==> config.mk <==
export PLATFORM = sky130hd
export DESIGN_NAME = ripple_count_monitor_flat
export DESIGN_NICKNAME = d
export VERILOG_FILES = /design/src/rtl/ripple_count_monitor_if.sv /design/src/rtl/ripple_count_monitor.sv /design/src/flat_wrapper.sv
export SDC_FILE = /design/constraint.sdc
export NUM_CORES = 1
export LEC_CHECK = 0
export ABC_AREA = 1
export ABC_CLOCK_PERIOD_IN_PS = 4000
export CAP_MARGIN = 20
export CORE_ASPECT_RATIO = 1.25
export CORE_MARGIN = 10
export CORE_UTILIZATION = 54
export DETAILED_ROUTE_END_ITERATION = 10
export GPL_TIMING_DRIVEN = 0
export PLACE_DENSITY = 0.85
export SETUP_SLACK_MARGIN = 0.05
export SYNTH_ARGS = -nofsm -noshare
export SYNTH_HDL_FRONTEND = slang
export SYNTH_SLANG_ARGS = --single-unit
==> constraint.sdc <==
create_clock -name clk -period 4 [get_ports clk]
set_input_delay 0.6 -clock clk [delete_from_list [all_inputs] [get_ports clk]]
set_output_delay 0.6 -clock clk [all_outputs]
set_load 0.05 [all_outputs]
==> src/rtl/ripple_count_monitor_if.sv <==
// Event port bundle for ripple_count_monitor: single-entry valid/ready channel
// carrying the running total and the {skip, ovf, match} flags of an event.
interface ripple_count_monitor_if #(
    parameter int unsigned TOT_W = 12
) ();
    logic             evt_valid;
    logic             evt_ready;
    logic [TOT_W-1:0] evt_data;
    logic [2:0]       evt_kind;

    // Producer side (the monitor)
    modport master (
        output evt_valid,
        output evt_data,
        output evt_kind,
        input  evt_ready
    );

    // Consumer side (control/status logic)
    modport slave (
        input  evt_valid,
        input  evt_data,
        input  evt_kind,
        output evt_ready
    );
endinterface

==> src/rtl/ripple_count_monitor.sv <==
// Observer for a free-running CNT_W-bit counter. Classifies every transition
// as hold/step/skip, extends the count with a wrap counter into a wide total,
// compares that total against a programmable value and reports match,
// overflow and skip events through a single-entry valid/ready port.
module ripple_count_monitor #(
    parameter int unsigned CNT_W = 4,
    parameter int unsigned EXT_W = 8
) (
    input  logic                     clk,
    input  logic                     reset_n,
    input  logic [CNT_W-1:0]         cnt_in,
    input  logic [CNT_W+EXT_W-1:0]   cmp_val,
    input  logic                     cmp_load,
    input  logic                     clr_err,
    ripple_count_monitor_if.master   evt,
    output logic [CNT_W+EXT_W-1:0]   ext_count,
    output logic                     err_skip,
    output logic                     evt_lost
);
    localparam int unsigned TOT_W = CNT_W + EXT_W;

    typedef enum logic {
        ST_UNPRIMED,
        ST_PRIMED
    } state_t;

    state_t             state_q, state_d;
    logic [CNT_W-1:0]   prev_q, prev_d;
    logic [EXT_W-1:0]   wrap_q, wrap_d;
    logic               cmp_en_q, cmp_en_d;
    logic [TOT_W-1:0]   cmp_reg_q, cmp_reg_d;
    logic               evt_valid_q, evt_valid_d;
    logic [TOT_W-1:0]   evt_data_q, evt_data_d;
    logic [2:0]         evt_kind_q, evt_kind_d;
    logic               err_skip_q, err_skip_d;
    logic               evt_lost_q, evt_lost_d;

    logic [CNT_W-1:0]   diff;
    logic               flag_skip;
    logic               flag_ovf;
    logic               flag_match;
    logic               evt_new;
    logic [TOT_W-1:0]   total_next;

    // Classification, compare, event-port and sticky-flag next-state logic
    always_comb begin
        state_d     = state_q;
        prev_d      = prev_q;
        wrap_d      = wrap_q;
        cmp_en_d    = cmp_en_q;
        cmp_reg_d   = cmp_reg_q;
        evt_valid_d = evt_valid_q;
        evt_data_d  = evt_data_q;
        evt_kind_d  = evt_kind_q;
        err_skip_d  = err_skip_q;
        evt_lost_d  = evt_lost_q;
        flag_skip   = 1'b0;
        flag_ovf    = 1'b0;
        flag_match  = 1'b0;
        diff        = cnt_in - prev_q;

        case (state_q)
            ST_UNPRIMED: begin
                prev_d  = cnt_in;
                state_d = ST_PRIMED;
            end
            ST_PRIMED: begin
                if (diff == '0) begin
                    // hold: nothing changes
                end else if (diff == CNT_W'(1)) begin
                    prev_d = cnt_in;
                    if (prev_q == '1) begin
                        wrap_d   = wrap_q + EXT_W'(1);
                        flag_ovf = (wrap_q == '1);
                    end
                    flag_match = cmp_en_q && ({wrap_d, cnt_in} == cmp_reg_q);
                end else begin
                    prev_d    = cnt_in;
                    wrap_d    = '0;
                    flag_skip = 1'b1;
                end
            end
            default: state_d = ST_UNPRIMED;
        endcase

        // compare register loads after this edge's compare has used the old value
        if (cmp_load) begin
            cmp_reg_d = cmp_val;
            cmp_en_d  = 1'b1;
        end

        evt_new    = flag_skip || flag_ovf || flag_match;
        total_next = {wrap_d, prev_d};

        if (evt_valid_q && evt.evt_ready) begin
            evt_valid_d = 1'b0;
        end

        // a slot freed on this edge accepts a new event with no bubble
        if (evt_new) begin
            if (!evt_valid_q || evt.evt_ready) begin
                evt_valid_d = 1'b1;
                evt_data_d  = total_next;
                evt_kind_d  = {flag_skip, flag_ovf, flag_match};
            end else begin
                evt_lost_d = 1'b1;
            end
        end

        if (clr_err) begin
            err_skip_d = 1'b0;
            if (!(evt_new && evt_valid_q && !evt.evt_ready)) begin
                evt_lost_d = 1'b0;
            end
        end
        if (flag_skip) begin
            err_skip_d = 1'b1;
        end
    end

    // State registers with synchronous active-low reset
    always_ff @(posedge clk) begin
        if (!reset_n) begin
            state_q     <= ST_UNPRIMED;
            prev_q      <= '0;
            wrap_q      <= '0;
            cmp_en_q    <= 1'b0;
            cmp_reg_q   <= '0;
            evt_valid_q <= 1'b0;
            evt_data_q  <= '0;
            evt_kind_q  <= '0;
            err_skip_q  <= 1'b0;
            evt_lost_q  <= 1'b0;
        end else begin
            state_q     <= state_d;
            prev_q      <= prev_d;
            wrap_q      <= wrap_d;
            cmp_en_q    <= cmp_en_d;
            cmp_reg_q   <= cmp_reg_d;
            evt_valid_q <= evt_valid_d;
            evt_data_q  <= evt_data_d;
            evt_kind_q  <= evt_kind_d;
            err_skip_q  <= err_skip_d;
            evt_lost_q  <= evt_lost_d;
        end
    end

    assign evt.evt_valid = evt_valid_q;
    assign evt.evt_data  = evt_data_q;
    assign evt.evt_kind  = evt_kind_q;
    assign ext_count     = {wrap_q, prev_q};
    assign err_skip      = err_skip_q;
    assign evt_lost      = evt_lost_q;
endmodule
==> src/flat_wrapper.sv <==
// flat-port wrapper written by rule: the top's interface ports become plain ports
module ripple_count_monitor_flat 
#(
    parameter int unsigned CNT_W = 4,
    parameter int unsigned EXT_W = 8
)
  (clk, reset_n, cnt_in, cmp_val, cmp_load, clr_err, ext_count, err_skip, evt_lost, evt_evt_valid, evt_evt_data, evt_evt_kind, evt_evt_ready);
  ripple_count_monitor_if evt_i ();
  input  logic clk;
  input  logic reset_n;
  input  logic [CNT_W-1:0] cnt_in;
  input  logic [CNT_W+EXT_W-1:0] cmp_val;
  input  logic cmp_load;
  input  logic clr_err;
  output logic [CNT_W+EXT_W-1:0] ext_count;
  output logic err_skip;
  output logic evt_lost;
  output wire logic [$bits(evt_i.evt_valid)-1:0] evt_evt_valid;
  output wire logic [$bits(evt_i.evt_data)-1:0] evt_evt_data;
  output wire logic [$bits(evt_i.evt_kind)-1:0] evt_evt_kind;
  input wire logic [$bits(evt_i.evt_ready)-1:0] evt_evt_ready;
  assign evt_evt_valid = evt_i.evt_valid;
  assign evt_evt_data = evt_i.evt_data;
  assign evt_evt_kind = evt_i.evt_kind;
  assign evt_i.evt_ready = evt_evt_ready;
  ripple_count_monitor #(.CNT_W(CNT_W), .EXT_W(EXT_W)) u_core (.clk(clk), .reset_n(reset_n), .cnt_in(cnt_in), .cmp_val(cmp_val), .cmp_load(cmp_load), .clr_err(clr_err), .evt(evt_i), .ext_count(ext_count), .err_skip(err_skip), .evt_lost(evt_lost));
endmodule
==> results.md, run 1 <==
- Wire per inst: 12.8 µm
- GRT overflow: 0
- Synth Area in Compound Gates: 0.132
- Initial antenna violation count: 0
- Routed wire length: 5610 µm
- Via count of the routed design: 2297
- Data arrival, critical path: 3.20 ns
- Starting Density: 0.551
- Req. time, crit path: 4.20 ns
- Kind of critical path: in2reg
- Seq cells post-synth: 44
- Clk_skew: 0.00490 ns
- Total negative slack: 0 ns
- Top-level port count: 51
- Combinational family with the most area after synthesis: simple AND/OR/NAND/NOR gates
- Clk root buf: clkbuf_8
- Drc violations: 0
- Vias per std cell: 5.23
- Vias in the first global route: 2177
- Area grow syn2layout: 31.2%
- Final Hold Viols: 0
- Hpwl dp: 4400 µm
- Pre-antenna DRT Iters: 4
- Final setup viols: 0
- Peak supply drop: 0.230 mV
- Max cap viols: 0
- Layout cells sized above 1: 0.0522
- Max clock buf depth: 2
- Power Density: 394 mW/mm²
- Final hold slack: 0.471 ns
- Post-Synth Simple-Gate Area: 0.324
- Cell variety after synth: 27
- Post-route ant nets: 0
- Avg Inst Size Synth: 6.88 µm²
- Fraction of the mapped netlist area in adder cells: 0.0313
- CTS tree: yes
- Post-CTS setup repair buffer count: 0
- Xor-xnor portion of the synthesized cell area: 0.0368
- Final nets: 409
- Post-synthesis mux area share: 0
- Relative slew slack: 0.661
- Final Cycle Share: 0.748
- Yosys top cell area share: 0.393
- Syn_nets: 352
- Rows: 26
- Setup ws final: 1.01 ns
- Final Slew Violations: 0
- First-pass GRT wire length: 9600 µm
- Die width: 77.6 µm
- Synth area leaders: dfxtp_1 (39%), nand2_1 (11%), nor2_1 (9.9%), a21oi_1 (8.0%), nand3_1 (6.9%)
- Mapped cell area: 0.00224 mm²
- Worst slack at placement: 0.698 ns
- Antenna Cells: 0
- Reg clk slew, reported paths: 0.08 ns
- Violation count after the first detailed-routing iteration: 173
- Clk sinks: 44
- Post-CTS sizing: 0
- F_max: 0.334 GHz
- Startpoint Class: input pin
- H-tree levels: 2
- Tmin final: 2.99 ns
- Clock latency at the later pin of the worst-skew pair: 0.30 ns
- Chip Height: 92.0 µm
- Register area share after synthesis: 0.393
- Largest net degree at the start of global routing: 14
- Outcome: complete, no violations
- R2R Setup Slk: 1.40 ns
- GPL Wtd Cong: 0.932
- TritonCTS Buffers: 5
- Core Box Area: 0.00407 mm²
- Port Buf Inserts: 50
- Die ar.: 0.00715 mm²
- Hold_buf cts: 0
- Synth Warn #: 0
- Post-Synthesis Cells: 326
- Worst Tran Pin Value: 0.507 ns
- Total GRT Usage: 0.158
- Endpoint class of the critical path: flip-flop
- Pleak: 1.21 nW
- CP max FO: 10
- Worst hold path type: reg2reg
- RSZ-0062 raised after global routing: no
- Yosys top cell by area: dfxtp_1
cells by family (layout without fill, tap and decap cells):
family,count (synthesis),after routing
simple gates,170,170
compound gates,58,58
flops,44,44
buf+inv,43,100
xor+xnor,6,6
fa+ha+maj,5,5
cell usage in the layout (no fill, tap or decap), drive strengths merged:
cell	instances
clkdlybuf4s50	50
o21bai	1
xor3	2
nor3	8
inv	29
xnor2	2
nand3	32
dfxtp	44
a21oi	37
o21ai	20
clkinv	2
nand3b	1
nor2	61
nand2	66
buf	5
xor2	2
clkbuf	12
ha	4
fa	1
bufinv	2
nand4	2
per-stage QoR:
step | utilization | cells | power, mW | instance area, µm²
2_1_floorplan | - | 326 | 0.680 | 2240
3_3_place_gp | 0.692 | 432 | 0.764 | 2810
3_5_place_dp | 0.692 | 432 | 0.771 | 2810
4_1_cts | 0.723 | 439 | 1.16 | 2940
5_1_grt | 0.723 | 439 | 1.21 | 2940
6_report | 0.723 | 439 | 1.16 | 2940
power breakdown:
group          switching [mW]  internal, mW
Clock                   0.154         0.246
Combinational           0.171         0.102
Sequential             0.0177         0.468
final timing paths:
path / startpoint / to / cells after the start
worst min register to register: u_core.err_skip / u_core.err_skip / 2
worst min-delay path: u_core.err_skip / u_core.err_skip / 2
worst max-delay path: cnt_in[0] / u_core.evt.evt_data[9] / 16
worst max register to register: u_core.prev_q[0] / u_core.evt.evt_data[9] / 14
sequential cells by signal (all words and copies together) (netlist names):
signal	cells
u_core.state_q	1
u_core.evt.evt_data	12
u_core.evt.evt_kind	3
u_core.cmp_en_q	1
u_core.cmp_reg_q	12
u_core.evt_lost	1
u_core.err_skip	1
u_core.wrap_q	8
u_core.evt.evt_valid	1
u_core.prev_q	4
worst max-delay path: stages:
cell             delay, ns
clkdlybuf4s50_1       0.43
inv_1                 0.12
ha_1                  0.16
inv_1                 0.06
fa_1                  0.38
xnor2_1               0.17
nand2_1               0.07
nor2_1                0.19
nand2_2               0.17
nor3_1                0.26
nor2_1                0.08
nand2_2               0.08
buf_2                 0.20
nand3_1               0.10
nand2_1               0.09
nor2_1                0.04
layout make-up:
class	instances	area [µm²]
buffer	12	70.1
clock buffer	5	68.8
clock inverter	2	60.1
fill	367	1120
inverter	31	116
multi-input combinational	239	1170
sequential	44	881
tap	56	70.1
timing repair buffer	50	500
synthesized netlist by cell type:
cell,number
a21oi_2,1
nor2_1,59
clkbuf_1,7
inv_1,29
nand2_2,3
dfxtp_1,44
fa_1,1
nand3_2,1
nand3b_1,1
nand3_1,31
xor3_1,2
nor3_1,8
o21ai_0,19
xor2_1,2
nor2_4,1
xnor2_1,2
clkinv_1,2
nand4_1,1
buf_6,3
o21bai_1,1
nor2_2,1
buf_2,2
nand2_1,63
nand4_2,1
ha_1,4
a21oi_1,36
o21ai_1,1
routing by layer:
layer	up-vias	wire length (µm)	track usage
li1	1168	-	-
met1	1059	2320	0.176
met2	59	2880	0.278
met3	11	297	0.0449
met4	0	109	0.0564
met5	-	0	0
Note: power is estimated with default switching activity, not from simulation.
==> inputs of run 2 (changes only) <==
- ABC_CLOCK_PERIOD_IN_PS: 4000 -> 2600
- CORE_UTILIZATION: 54 -> 45
- PLACE_DENSITY: 0.85 -> 0.76
- clock period: 4 -> 2.6 ns (I/O delays scaled with it)
==> results.md, run 2 (same netlist as run 1, synthesis figures left out) <==
- Reg clk slew, reported paths: 0.08 ns (about the same)
- Clk root buf: clkbuf_8
- Critical path startpoint: u_core.prev_q[0]
- Pleak: 1.29 nW (+6.2%)
- Startpoint Class: flip-flop
- Most frequent cells in the layout: nand2_1 (63), nor2_1 (56), clkdlybuf4s50_1 (47)
- Outcome: complete, no violations
- Endpoint class of the critical path: flip-flop
- Data arrival, critical path: 2.67 ns (-0.53 ns)
- Post-place instance area: 0.00282 mm² (+0.22%)
- Final Slew Violations: 0 (unchanged)
- Gr busiest metal: met2
- Relative slew slack: 0.648 (-0.0129)
- Switching share of power: 0.300 (+0.00472)
- Routed wire length: 6070 µm (+8.2%)
- Met1 usage: 0.145 (-0.0311)
- Area grow syn2layout: 37.1%
- Clock power share: 0.337 (-0.008)
- GPL Wtd Cong: 0.888 (-4.8%)
- Final Hold Viols: 0 (unchanged)
- Final core utilization: 0.645 (-0.0782)
- Violation count after the first detailed-routing iteration: 133 (-23%)
- Comb pwr share: 0.253 (+0.017)
- Max clock buf depth: 2 (unchanged)
- Commonest non-fill, non-tap cell in the layout: nand2_1
- Final setup viols: 0 (unchanged)
- Hold_buf cts: 0 (unchanged)
- Power Density: 595 mW/mm² (+51%)
- Via count of the routed design: 2355 (+2.5%)
- CP max FO: 4 (-6)
- Clk sinks: 44 (unchanged)
- H-tree levels: 2 (unchanged)
- Antenna Cells: 0 (unchanged)
- First-pass GRT wire length: 10000 µm (+4.7%)
- CTS tree: yes
- Clk_skew: 0.00650 ns (+0.00159 ns)
- Layout cells sized above 1: 0.105 (+0.0526)
- Pre-antenna DRT Iters: 4 (unchanged)
- Wire per inst: 13.5 µm (+5.3%)
- Die width: 83.1 µm (+7.1%)
- P_int: 1.28 mW (+57%)
- CP most frequent cell: buf_4
- Final Cycle Share: 0.938
- Final Cell Area: 0.00307 mm² (+4.5%)
- Starting Density: 0.471 (-0.0808)
- NetSw: 0.549 mW (+60%)
- Max cap viols: 0 (unchanged)
- Worst Tran Pin Value: 0.526 ns (+0.0192 ns)
- F_max: 0.410 GHz
- Worst hold path type: reg2reg
- Kind of critical path: reg2reg
- R2R Setup Slk: 0.16 ns (-1.24 ns)
- GRT met3 Usage: 0.0494 (+0.00450)
- Sequential power share: 0.410 (-0.009)
- Critical R2R Launch: u_core.prev_q[0]
- GRT met2 Usage: 0.261 (-0.0171)
- Worst path slowest cell: fa_2
- Post-route ant nets: 0 (unchanged)
- Hpwl dp: 4620 µm (+5.1%)
- Chip Height: 98.9 µm (+7.5%)
- RSZ-0062 raised after global routing: no
- Req. time, crit path: 2.83 ns (-1.37 ns)
- TritonCTS Buffers: 5 (unchanged)
- Largest net degree at the start of global routing: 14 (unchanged)
- Max incr delay on CP: 0.57 ns (+0.14 ns)
- Hold path start: u_core.cmp_en_q
- Tmin final: 2.44 ns
- Total GRT Usage: 0.143 (-0.0154)
- Vias in the first global route: 2358 (+8.3%)
- Vias per std cell: 5.22 (-0.20%)
- GRT overflow: 0 (unchanged)
- Final nets: 417 (+2.0%)
- Worst-path cell chain: ha_2 -> inv_2 -> fa_2 -> nor2_1 -> o21ai_1 -> nand2_1 -> buf_4 -> buf_4 -> buf_4 -> buf_4 -> buf_4 -> buf_4 -> a21oi_2
- Peak supply drop: 0.359 mV (+56%)
- Clock latency at the later pin of the worst-skew pair: 0.30 ns (about the same)
- Initial antenna violation count: 0 (unchanged)
- Core Box Area: 0.00476 mm² (+17%)
- Rows: 28 (+7.7%)
- Top-level port count: 51 (unchanged)
- Drc violations: 0 (unchanged)
- Port Buf Inserts: 50 (unchanged)
- Die ar.: 0.00822 mm² (+15%)
==> run 2: changes by cell type in the layout (fill, tap and decap cells not counted), moves of 3 or more <==
| cell | change |
|---|---|
| a21oi_1 | -3 |
| a21oi_2 | +3 |
| buf_4 | +8 |
| clkdlybuf4s50_1 | -3 |
| dlymetal6s2s_1 | +3 |
| nor2_1 | -3 |
==> run 2: layer usage <==
metal,vias to the layer above,part of all wire
met4,0,0.019
li1,1185,-
met1,1099,0.40
met3,15,0.059
met2,56,0.52
met5,-,0
==> run 2: path summary, 6_finish.rpt <==
path                            cells past startpoint         endpoint
worst max-delay path                               13  u_core.err_skip
worst min-delay path                                2  u_core.cmp_en_q
worst max register to register                     13  u_core.err_skip
worst min register to register                      2  u_core.cmp_en_q
==> run 2: worst max-delay path, delay by kind of cell (launching register included) <==
family	cells	cell delay, ns
buffers and inverters	7	0.80
adder cells (fa/ha/maj)	2	0.75
flip-flops	1	0.39
AO/OA/AOI/OAI	2	0.24
AND/OR/NAND/NOR	2	0.17
==> run 2: cell type report <==
type / instances / area [µm²]
Fill cell: 456 / 1690
Inverter: 31 / 116
Multi-Input combinational cell: 239 / 1230
Sequential cell: 44 / 885
Timing Repair Buffer: 58 / 568
Clock buffer: 5 / 68.8
Buffer: 12 / 70.1
Tap cell: 60 / 75.1
Clock inverter: 2 / 60.1
==> run 2: power groups by stage <==
stage	clock network (mW)	registers, mW	logic [mW]
4_1_cts	0.611	0.750	0.456
5_1_grt	0.642	0.754	0.505
2_1_floorplan	0	0.871	0.176
3_3_place_gp	0	0.763	0.415
6_report	0.617	0.749	0.464
3_5_place_dp	0	0.765	0.423
==> run 2: through the flow <==
step	power, mW	hold slack, ns	setup TNS (ns)	std cells	setup WS (ns)
2_1_floorplan	1.05	0.418	0	326	0.0823
3_3_place_gp	1.18	0.451	-7.29	436	-0.431
3_5_place_dp	1.19	0.457	-8.76	436	-0.512
4_1_cts	1.82	0.469	0	450	0.0481
5_1_grt	1.90	0.507	0	451	0.0507
6_report	1.83	0.474	0	451	0.161
==> run 2: what timing repair did <==
item	4_1_cts	5_1_grt
resized for setup	12	8
pin swaps	5	3
buffers inserted	7	1
endpoints found under the setup margin	18	18
